<file path="src/rtl/rc4_pkg.sv">
// Shared definitions for the RC4 keystream decryptor: FSM state encoding and
// the set of plaintext characters accepted as valid output.
package rc4_pkg;

  typedef enum logic [2:0] {
    IDLE,
    READ_SI,
    READ_SJ,
    WRITE_SI,
    WRITE_SJ,
    READ_F,
    WRITE_OUT,
    DONE
  } rc4_state_e;

  localparam logic [7:0] CHAR_SPACE   = 8'h20;
  localparam logic [7:0] CHAR_LOWER_A = 8'h61;
  localparam logic [7:0] CHAR_LOWER_Z = 8'h7A;

  // A plaintext byte is acceptable if it is a lowercase letter or a space.
  function automatic logic is_printable(input logic [7:0] c);
    return (c == CHAR_SPACE) || ((c >= CHAR_LOWER_A) && (c <= CHAR_LOWER_Z));
  endfunction

endpackage

</file>
<file path="src/rtl/trap_edge.sv">
// Rising-edge detector for a synchronous level input. The history flop resets
// high so a level already high when reset releases is not seen as an edge.
module trap_edge (
  input  logic clk,
  input  logic reset_n,
  input  logic level,
  output logic rise
);

  logic level_q;

  // Remember the previously sampled level.
  always_ff @(posedge clk or negedge reset_n) begin
    if (!reset_n) level_q <= 1'b1;
    else          level_q <= level;
  end

  assign rise = level & ~level_q;

endmodule

</file>
<file path="src/rtl/rc4_prga_decryptor.sv">
// RC4 PRGA decryptor. Walks a pre-shuffled S array held in an external
// synchronous RAM, produces one keystream byte per message byte, XORs it with
// the ciphertext ROM and writes the plaintext RAM. The run stops early on the
// first byte that is not a lowercase letter or space.
//
// Memory handshake: every read registers its address on entry to a READ_*
// state; the memory samples it at the end of the first cycle and q is captured
// at the end of the second. Writes are single cycles with wren held for exactly
// that cycle. s_wren and d_wren are never high together.
//
// Internally i holds the already-incremented index for the byte in flight.
module rc4_prga_decryptor
  import rc4_pkg::*;
#(
  parameter int RAM_WIDTH      = 8,
  parameter int RAM_LENGTH     = 8,
  parameter int MESSAGE_LENGTH = 32,
  parameter int MSG_ADDR_WIDTH = 5
) (
  input  logic                      clk,
  input  logic                      reset_n,
  input  logic                      start,
  output logic                      finished,
  output logic                      success,
  output logic [RAM_LENGTH-1:0]     s_address,
  output logic [RAM_WIDTH-1:0]      s_data,
  output logic                      s_wren,
  input  logic [RAM_WIDTH-1:0]      s_q,
  output logic [MSG_ADDR_WIDTH-1:0] m_address,
  input  logic [7:0]                m_q,
  output logic [MSG_ADDR_WIDTH-1:0] d_address,
  output logic [7:0]                d_data,
  output logic                      d_wren,
  output rc4_state_e                fsm_state
);

  localparam logic [MSG_ADDR_WIDTH-1:0] LAST_K = MSG_ADDR_WIDTH'(MESSAGE_LENGTH - 1);
  localparam logic [RAM_LENGTH-1:0]     ONE_I  = RAM_LENGTH'(1);

  rc4_state_e                state, state_n;
  logic                      phase, phase_n;
  logic [RAM_LENGTH-1:0]     i, i_n, j, j_n;
  logic [MSG_ADDR_WIDTH-1:0] k, k_n;
  logic [RAM_WIDTH-1:0]      si, si_n, sj, sj_n, f, f_n;
  logic [7:0]                m_byte, m_byte_n;
  logic [RAM_LENGTH-1:0]     s_address_n;
  logic [RAM_WIDTH-1:0]      s_data_n;
  logic                      s_wren_n;
  logic [MSG_ADDR_WIDTH-1:0] m_address_n, d_address_n;
  logic [7:0]                d_data_n;
  logic                      d_wren_n;
  logic                      finished_n, success_n;
  logic                      start_rise;
  logic [RAM_LENGTH-1:0]     j_sum, f_index;
  logic [7:0]                plain;

  trap_edge u_start_edge (
    .clk     (clk),
    .reset_n (reset_n),
    .level   (start),
    .rise    (start_rise)
  );

  assign j_sum     = j + RAM_LENGTH'(s_q);
  assign f_index   = RAM_LENGTH'(si) + RAM_LENGTH'(sj);
  assign plain     = 8'(f) ^ m_byte;
  assign fsm_state = state;

  // Register the FSM state together with every datapath register and output.
  always_ff @(posedge clk or negedge reset_n) begin
    if (!reset_n) begin
      state     <= IDLE;
      phase     <= 1'b0;
      i         <= '0;
      j         <= '0;
      k         <= '0;
      si        <= '0;
      sj        <= '0;
      f         <= '0;
      m_byte    <= '0;
      s_address <= '0;
      s_data    <= '0;
      s_wren    <= 1'b0;
      m_address <= '0;
      d_address <= '0;
      d_data    <= '0;
      d_wren    <= 1'b0;
      finished  <= 1'b0;
      success   <= 1'b0;
    end else begin
      state     <= state_n;
      phase     <= phase_n;
      i         <= i_n;
      j         <= j_n;
      k         <= k_n;
      si        <= si_n;
      sj        <= sj_n;
      f         <= f_n;
      m_byte    <= m_byte_n;
      s_address <= s_address_n;
      s_data    <= s_data_n;
      s_wren    <= s_wren_n;
      m_address <= m_address_n;
      d_address <= d_address_n;
      d_data    <= d_data_n;
      d_wren    <= d_wren_n;
      finished  <= finished_n;
      success   <= success_n;
    end
  end

  // Next-state and next-output logic; write enables default low every cycle.
  always_comb begin
    state_n     = state;
    phase_n     = phase;
    i_n         = i;
    j_n         = j;
    k_n         = k;
    si_n        = si;
    sj_n        = sj;
    f_n         = f;
    m_byte_n    = m_byte;
    s_address_n = s_address;
    s_data_n    = s_data;
    s_wren_n    = 1'b0;
    m_address_n = m_address;
    d_address_n = d_address;
    d_data_n    = d_data;
    d_wren_n    = 1'b0;
    finished_n  = finished;
    success_n   = success;

    case (state)
      IDLE, DONE: begin
        if (start_rise) begin
          state_n     = READ_SI;
          phase_n     = 1'b0;
          i_n         = ONE_I;
          j_n         = '0;
          k_n         = '0;
          finished_n  = 1'b0;
          success_n   = 1'b0;
          s_address_n = ONE_I;
        end
      end

      READ_SI: begin
        if (!phase) begin
          phase_n = 1'b1;
        end else begin
          phase_n     = 1'b0;
          si_n        = s_q;
          j_n         = j_sum;
          s_address_n = j_sum;
          state_n     = READ_SJ;
        end
      end

      READ_SJ: begin
        if (!phase) begin
          phase_n = 1'b1;
        end else begin
          phase_n     = 1'b0;
          sj_n        = s_q;
          s_address_n = i;
          s_data_n    = s_q;
          s_wren_n    = 1'b1;
          state_n     = WRITE_SI;
        end
      end

      WRITE_SI: begin
        s_address_n = j;
        s_data_n    = si;
        s_wren_n    = 1'b1;
        state_n     = WRITE_SJ;
      end

      WRITE_SJ: begin
        s_address_n = f_index;
        m_address_n = k;
        state_n     = READ_F;
      end

      READ_F: begin
        if (!phase) begin
          phase_n = 1'b1;
        end else begin
          phase_n     = 1'b0;
          f_n         = s_q;
          m_byte_n    = m_q;
          d_address_n = k;
          d_data_n    = 8'(s_q) ^ m_q;
          d_wren_n    = 1'b1;
          state_n     = WRITE_OUT;
        end
      end

      WRITE_OUT: begin
        if (!is_printable(plain)) begin
          state_n    = DONE;
          finished_n = 1'b1;
          success_n  = 1'b0;
        end else if (k == LAST_K) begin
          state_n    = DONE;
          finished_n = 1'b1;
          success_n  = 1'b1;
        end else begin
          k_n         = k + MSG_ADDR_WIDTH'(1);
          i_n         = i + ONE_I;
          s_address_n = i + ONE_I;
          state_n     = READ_SI;
        end
      end

      default: state_n = IDLE;
    endcase
  end

endmodule

</file>
<file path="config.mk">
export PLATFORM = sky130hd
export DESIGN_NAME = rc4_prga_decryptor
export DESIGN_NICKNAME = d
export VERILOG_FILES = /design/src/rtl/rc4_pkg.sv /design/src/rtl/trap_edge.sv /design/src/rtl/rc4_prga_decryptor.sv
export SDC_FILE = /design/constraint.sdc
export NUM_CORES = 1
export LEC_CHECK = 0
export ABC_AREA = 1
export BUFFER_PORTS_ARGS = -buffer_cell sky130_fd_sc_hd__buf_4
export CORE_MARGIN = 10
export CORE_UTILIZATION = 35
export CTS_CLUSTER_DIAMETER = 50
export DETAILED_ROUTE_END_ITERATION = 6
export SKIP_CTS_REPAIR_TIMING = 1
export SYNTH_ARGS = -nofsm -noshare
export SYNTH_HDL_FRONTEND = slang
export SYNTH_SLANG_ARGS = --single-unit
</file>
<file path="constraint.sdc">
create_clock -name clk -period 1.7 [get_ports clk]
set_input_delay 0.085 -clock clk [delete_from_list [all_inputs] [get_ports clk]]
set_output_delay 0.085 -clock clk [all_outputs]
set_load 0.01 [all_outputs]
</file>
# Word-level counts from Yosys, hierarchy flattened
# Index checks and enable logic that the tools add are counted.
[totals]
out_inout_bits = 41
register_bits = 96
word_cells = 98
[classes]
order_cmp = 2
bitwise_logic = 4
add_sub_neg = 4
n_mux = 33
reduce_logical = 20
n_eq_ne = 16
[op_table]
columns = ["cell", "count"]
rows = [
  ["8-bit 2-to-1 mux", 7],
  ["8-bit one-hot mux with 2 select lines", 3],
  ["8-bit one-hot mux with 6 select lines", 1],
  ["3-bit one-hot mux with 7 select lines", 1],
  ["3-bit 2-to-1 mux", 6],
  ["8-bit adder", 2],
  ["8-bit bitwise XOR", 2],
  ["5-bit 2-to-1 mux", 3],
  ["3-bit == test, second input constant", 4],
  ["2-bit != test, second input constant", 6],
  ["5-bit one-hot mux with 2 select lines", 1],
  ["2-bit AND reduction", 5],
  ["8-bit by 1-bit adder with 8-bit output, second input constant", 1],
  ["8-bit by 6-bit == test with 1-bit output, second input constant", 1],
  ["8-bit by 7-bit greater-or-equal comparator with 1-bit output, second input constant", 1],
  ["8-bit by 7-bit <= comparator with 1-bit output, second input constant", 1],
  ["1-bit one-hot mux with 2 select lines", 4],
  ["4-bit AND reduction", 2],
  ["2-bit nonzero test", 4],
  ["1-bit 2-to-1 mux", 7],
  ["3-bit by 2-bit == test with 1-bit output, second input constant", 2],
  ["3-bit AND reduction", 2],
  ["6-bit AND reduction", 1],
  ["6-bit nonzero test", 1],
  ["other kinds (11)", 11],
]

# Longest topological paths before layout
[depth]
word_depth = 6
ltp_mapped = 14

# By module
# A second synthesis with hierarchy kept.
[hier_totals]
hier_cells = 656
area_unflattened_um2 = 5133.7
[by_module_without_submodules]
columns = ["mod", "area_per_inst_um2", "cells_each", "seq_area_each_um2", "instances"]
rows = [
  ["rc4_prga_decryptor", 5097.4, 653, 2377.3, 1],
  ["trap_edge", 36.3, 3, 26.3, 1],
]

# Worst setup path before layout
# OpenSTA, ideal clock, no wires.
[synth_timing]
kind = "flip-flop to flip-flop"
from = "register j[0]"
to = "register s_address[4]"
stages_incl_launch_ff = 11
setup_slack_ns = -0.040
setup_ns = 0.117
n_path_buf = 0
t_arrival_ns = 1.623
period_less_slack_ns = 1.740
path_cell_list = "dfrtp_1 -> ha_1 -> fa_1 -> nand2_1 -> inv_1 -> o21ai_0 -> nand3b_1 -> nand3_1 -> nand4_1 -> nand4_1 -> nand2_1"
[synth_between]
elab_chain_cells = 3
[synth_rtl]
columns = ["element", "line", "source"]
rows = [
  ["start, declared", "rc4_prga_decryptor.sv:42", "logic [RAM_LENGTH-1:0] i, i_n, j, j_n;"],
  ["start signal, assigned", "rc4_prga_decryptor.sv:94", "j <= j_n;"],
  ["8-bit adder", "rc4_prga_decryptor.sv:64", "assign j_sum = j + RAM_LENGTH'(s_q);"],
  ["8-bit 2-to-1 mux", "rc4_prga_decryptor.sv:148", "if (!phase) begin"],
  ["8-bit one-hot mux with 6 select lines", "rc4_prga_decryptor.sv:133", "case (state)"],
  ["end signal, assigned", "rc4_prga_decryptor.sv:100", "s_address <= s_address_n;"],
  ["end, declared", "rc4_prga_decryptor.sv:25", "output logic [RAM_LENGTH-1:0] s_address,"],
]
# Every way passes these cells. The select of a mux whose other input is x is not followed.
# A chain may end at the register's enable or synchronous reset.

# Worst setup path after layout
[layout_timing]
from = "register si[0]"
to = "register s_address[4]"
[layout_between]
elab_chain_cells = 2
[layout_rtl]
columns = ["element", "line", "source"]
rows = [
  ["start, declared", "rc4_prga_decryptor.sv:44", "logic [RAM_WIDTH-1:0] si, si_n, sj, sj_n, f, f_n;"],
  ["start signal, assigned", "rc4_prga_decryptor.sv:96", "si <= si_n;"],
  ["8-bit adder", "rc4_prga_decryptor.sv:65", "assign f_index = RAM_LENGTH'(si) + RAM_LENGTH'(sj);"],
  ["8-bit one-hot mux with 6 select lines", "rc4_prga_decryptor.sv:133", ""],
]
# Every way passes these cells.

==> impl_metrics.json <==
{
  "dpl-instance-area_um2": 6120,
  "grt_max_degree": 97,
  "totalPowerFinal_uw": 13100,
  "ir_drop_v": 0.000646,
  "synth_common_cells": "nand2_1, dfrtp_1, o21ai_0, inv_1, nand3_1",
  "gp_congestion": 0.869,
  "yosysUniqueCellTypes": 36,
  "clkTransAtPathRegs_ps": 70,
  "crit_required_ps": 2000,
  "cts_tree": "done",
  "synthFlopType": "dfrtp_1",
  "synth-simple-area-share_pct": 30.1,
  "num_rows": 44,
  "cp.arrival_ps": 2040,
  "die_w_um": 141,
  "cp_max_fo": 3,
  "cp_slowest_cell": "dfrtp_1",
  "initial_core_util_pct": 35.5,
  "synth_top_cell_area_share_pct": 46.5,
  "violations": "negative hold slack, negative setup slack",
  "clock_latency_ps": 360,
  "synth.area.top_cells": "dfrtp_1, nand2_1, o21ai_0",
  "core_um2": 14400,
  "grt-ovfl-total": 0,
  "avgSynthCellArea_um2": 7.87,
  "met3WireLength_um": 461,
  "antennaDiodeCount": 0,
  "synthToLayoutAreaGrowth_pct": 36.2,
  "rsz0062_at_grt": "true",
  "yosys.area_share.xor_xnor_pct": 1.03,
  "yosysWarnings": 0,
  "wirelength_mm": 15.5,
  "wl_per_cell_um": 16.0,
  "synth_edf_count": 0,
  "fin_nets": 815,
  "die-height_um": 141,
  "synth_top_area_cell": "dfrtp_1",
  "grt_pass1_vias": 4739,
  "slew_violations": 0,
  "postSynth.asyncResetShare_pct": 100,
  "setup_ws_ps": -43.3,
  "via_count": 4891,
  "synth_top_family_by_area": "simple AND/OR/NAND/NOR gates",
  "worst_slew_pin_slew_ps": 540,
  "drive_above_1_share_pct": 28.6,
  "final_cells": 966,
  "synth.most_common_cell": "nand2_1",
  "dp_hpwl_mm": 10.9,
  "wl_met2_mm": 7.72,
  "fin_area_um2": 6970,
  "wl_met1_mm": 6.87,
  "vias_per_cell": 5.06,
  "outcome": "complete, but fails checks",
  "fmax_ghz": 0.574,
  "ant_nets": 0,
  "syn-num-nets": 688,
  "slew_headroom_pct": 64.0,
  "drcViolationCount": 0,
  "cts_made_buffers": 9,
  "tns_ps": -347,
  "dieArea_um2": 19900,
  "synth_area_um2": 5120,
  "cap_violations": 0,
  "h-tree-depth": 3,
  "worstPathCellList": "ha_1 > fa_2 > nand3_1 > nand3_1 > a21oi_1 > o21ai_2 > nand4_1 > nand4_1 > nand2_1",
  "holdCritPathClass": "input port to register",
  "period_share_pct": 103,
  "hold_viol": 5,
  "place_inst": 928,
  "ys_seq_elements": 96,
  "yosysSeqAreaShare_pct": 47.0,
  "drt_iter0_markers": 394,
  "hold_slack_ps": -19.7,
  "dr.pass1.iters": 5,
  "cts_buffer_depth": 2,
  "fin_crit_ps": 1740,
  "clock-sinks": 96,
  "worst_path_largest_cell_delay_ps": 400,
  "antenna_found_initial": 0,
  "critPathKind": "register to register",
  "top_layer": "met4",
  "worstSetupEndpointType": "register",
  "skew_ps": 11.1,
  "p_leak_uw": 0.00357,
  "io_buffers": 59,
  "groute.usage.overall_pct": 14.7,
  "fillers": 1398,
  "synth_compound_area_share_pct": 10.6,
  "root_buffer": "clkbuf_16",
  "ios": 60,
  "cp-start-kind": "register",
  "synthMuxAreaShare_pct": 0,
  "synth_adder_area_share_pct": 4.94,
  "grt_pass1_wl_mm": 23.8,
  "p_per_area_nw_per_um2": 1880,
  "syn_inst": 650,
  "setup_violations": 16
}
==> final cells by class <==
cell class	instances	area, um^2	share of cell area (%)
Multi-Input combinational cell	483	2660	38.2
Inverter	57	219	3.14
Timing Repair Buffer	130	1140	16.4
Sequential cell	96	2410	34.5
Clock inverter	7	86.3	1.24
Tap cell	184	230	3.30
Clock buffer	9	225	3.23
==> state kept, by name, indices dropped and copies added, names as in the netlist, 3 cells and up <==
| name | cells |
|---|---|
| s_data | 8 |
| i | 8 |
| si | 8 |
| fsm_state | 3 |
| d_address | 5 |
| j | 8 |
| m_address | 5 |
| f | 8 |
| sj | 8 |
| k | 5 |
| d_data | 8 |
| m_byte | 8 |
| s_address | 8 |
==> worst max-delay path, delay by kind of cell, from the launching register on <==
kind / cells / cell delay [ps]
AOI/OAI and AO/OA: 2 / 260
adders and majority gates: 2 / 600
DFF: 1 / 400
and+or+nand+nor: 5 / 430
==> layout by cell type (no fill, tap or decap), types with 3 or more instances in the layout <==
cell / count
nor2_1: 25
clkbuf_16: 12
nor2_4: 4
buf_12: 6
ha_1: 9
buf_6: 7
nand2_4: 8
a21o_1: 3
inv_1: 47
inv_2: 8
o21ai_2: 10
nand3_2: 3
nand3_1: 39
a21oi_1: 13
o21ai_0: 41
nand4_1: 21
nor2_2: 6
dlygate4sd3_1: 4
o21ai_1: 12
xnor2_1: 3
ha_4: 6
nand3b_1: 3
a21oi_2: 4
a22oi_1: 4
nand2_1: 225
nand2_2: 19
xor2_1: 3
a31oi_1: 8
buf_4: 110
dfrtp_1: 93
==> power breakdown <==
group	internal [uW]	leakage [uW]	switching [uW]
Combinational	3070	0.00219	4080
Clock	1170	0.000150	1000
Sequential	3130	0.00122	664
Total	7370	0.00357	5750
==> logic make-up (layout without fill, tap and decap cells) <==
family          Yosys count  in the layout
compound gates           98             98
xor+xnor                  6              6
fa+ha+maj                19             19
buf+inv                  74            203
flops                    96             96
simple gates            357            360
==> worst paths after layout <==
| check | from | endpoint | slack, ps | depth (start not counted) |
|---|---|---|---|---|
| setup / recovery | si[0] | s_address[4] | -40 | 9 |
| hold / removal | m_q[1] | m_byte[1] | -20 | 3 |
| setup reg to reg | si[0] | s_address[4] | -40 | 9 |
| hold reg to reg | s_address[0] | s_address[0] | 480 | 2 |
| max in group asynchronous | reset_n | fsm_state[1] | 930 | 3 |
| min in group asynchronous | reset_n | d_address[1] | 320 | 3 |
==> metrics by stage <==
step                      setup WS [ps]  utilization (%)
after global routing               -147             48.3
after detailed placement           -143             42.4
after global placement             -110             42.4
final                             -43.3             48.3
after CTS                          -153             44.6
after floorplan                    11.5                -
==> per-layer routing <==
metal | track usage [%] | vias up
li1 | - | 2398
met3 | 1.95 | 27
met4 | 7.50 | 0
met2 | 24.2 | 99
met1 | 18.4 | 2367
met5 | 0 | -
(Power assumes the default switching activity.)
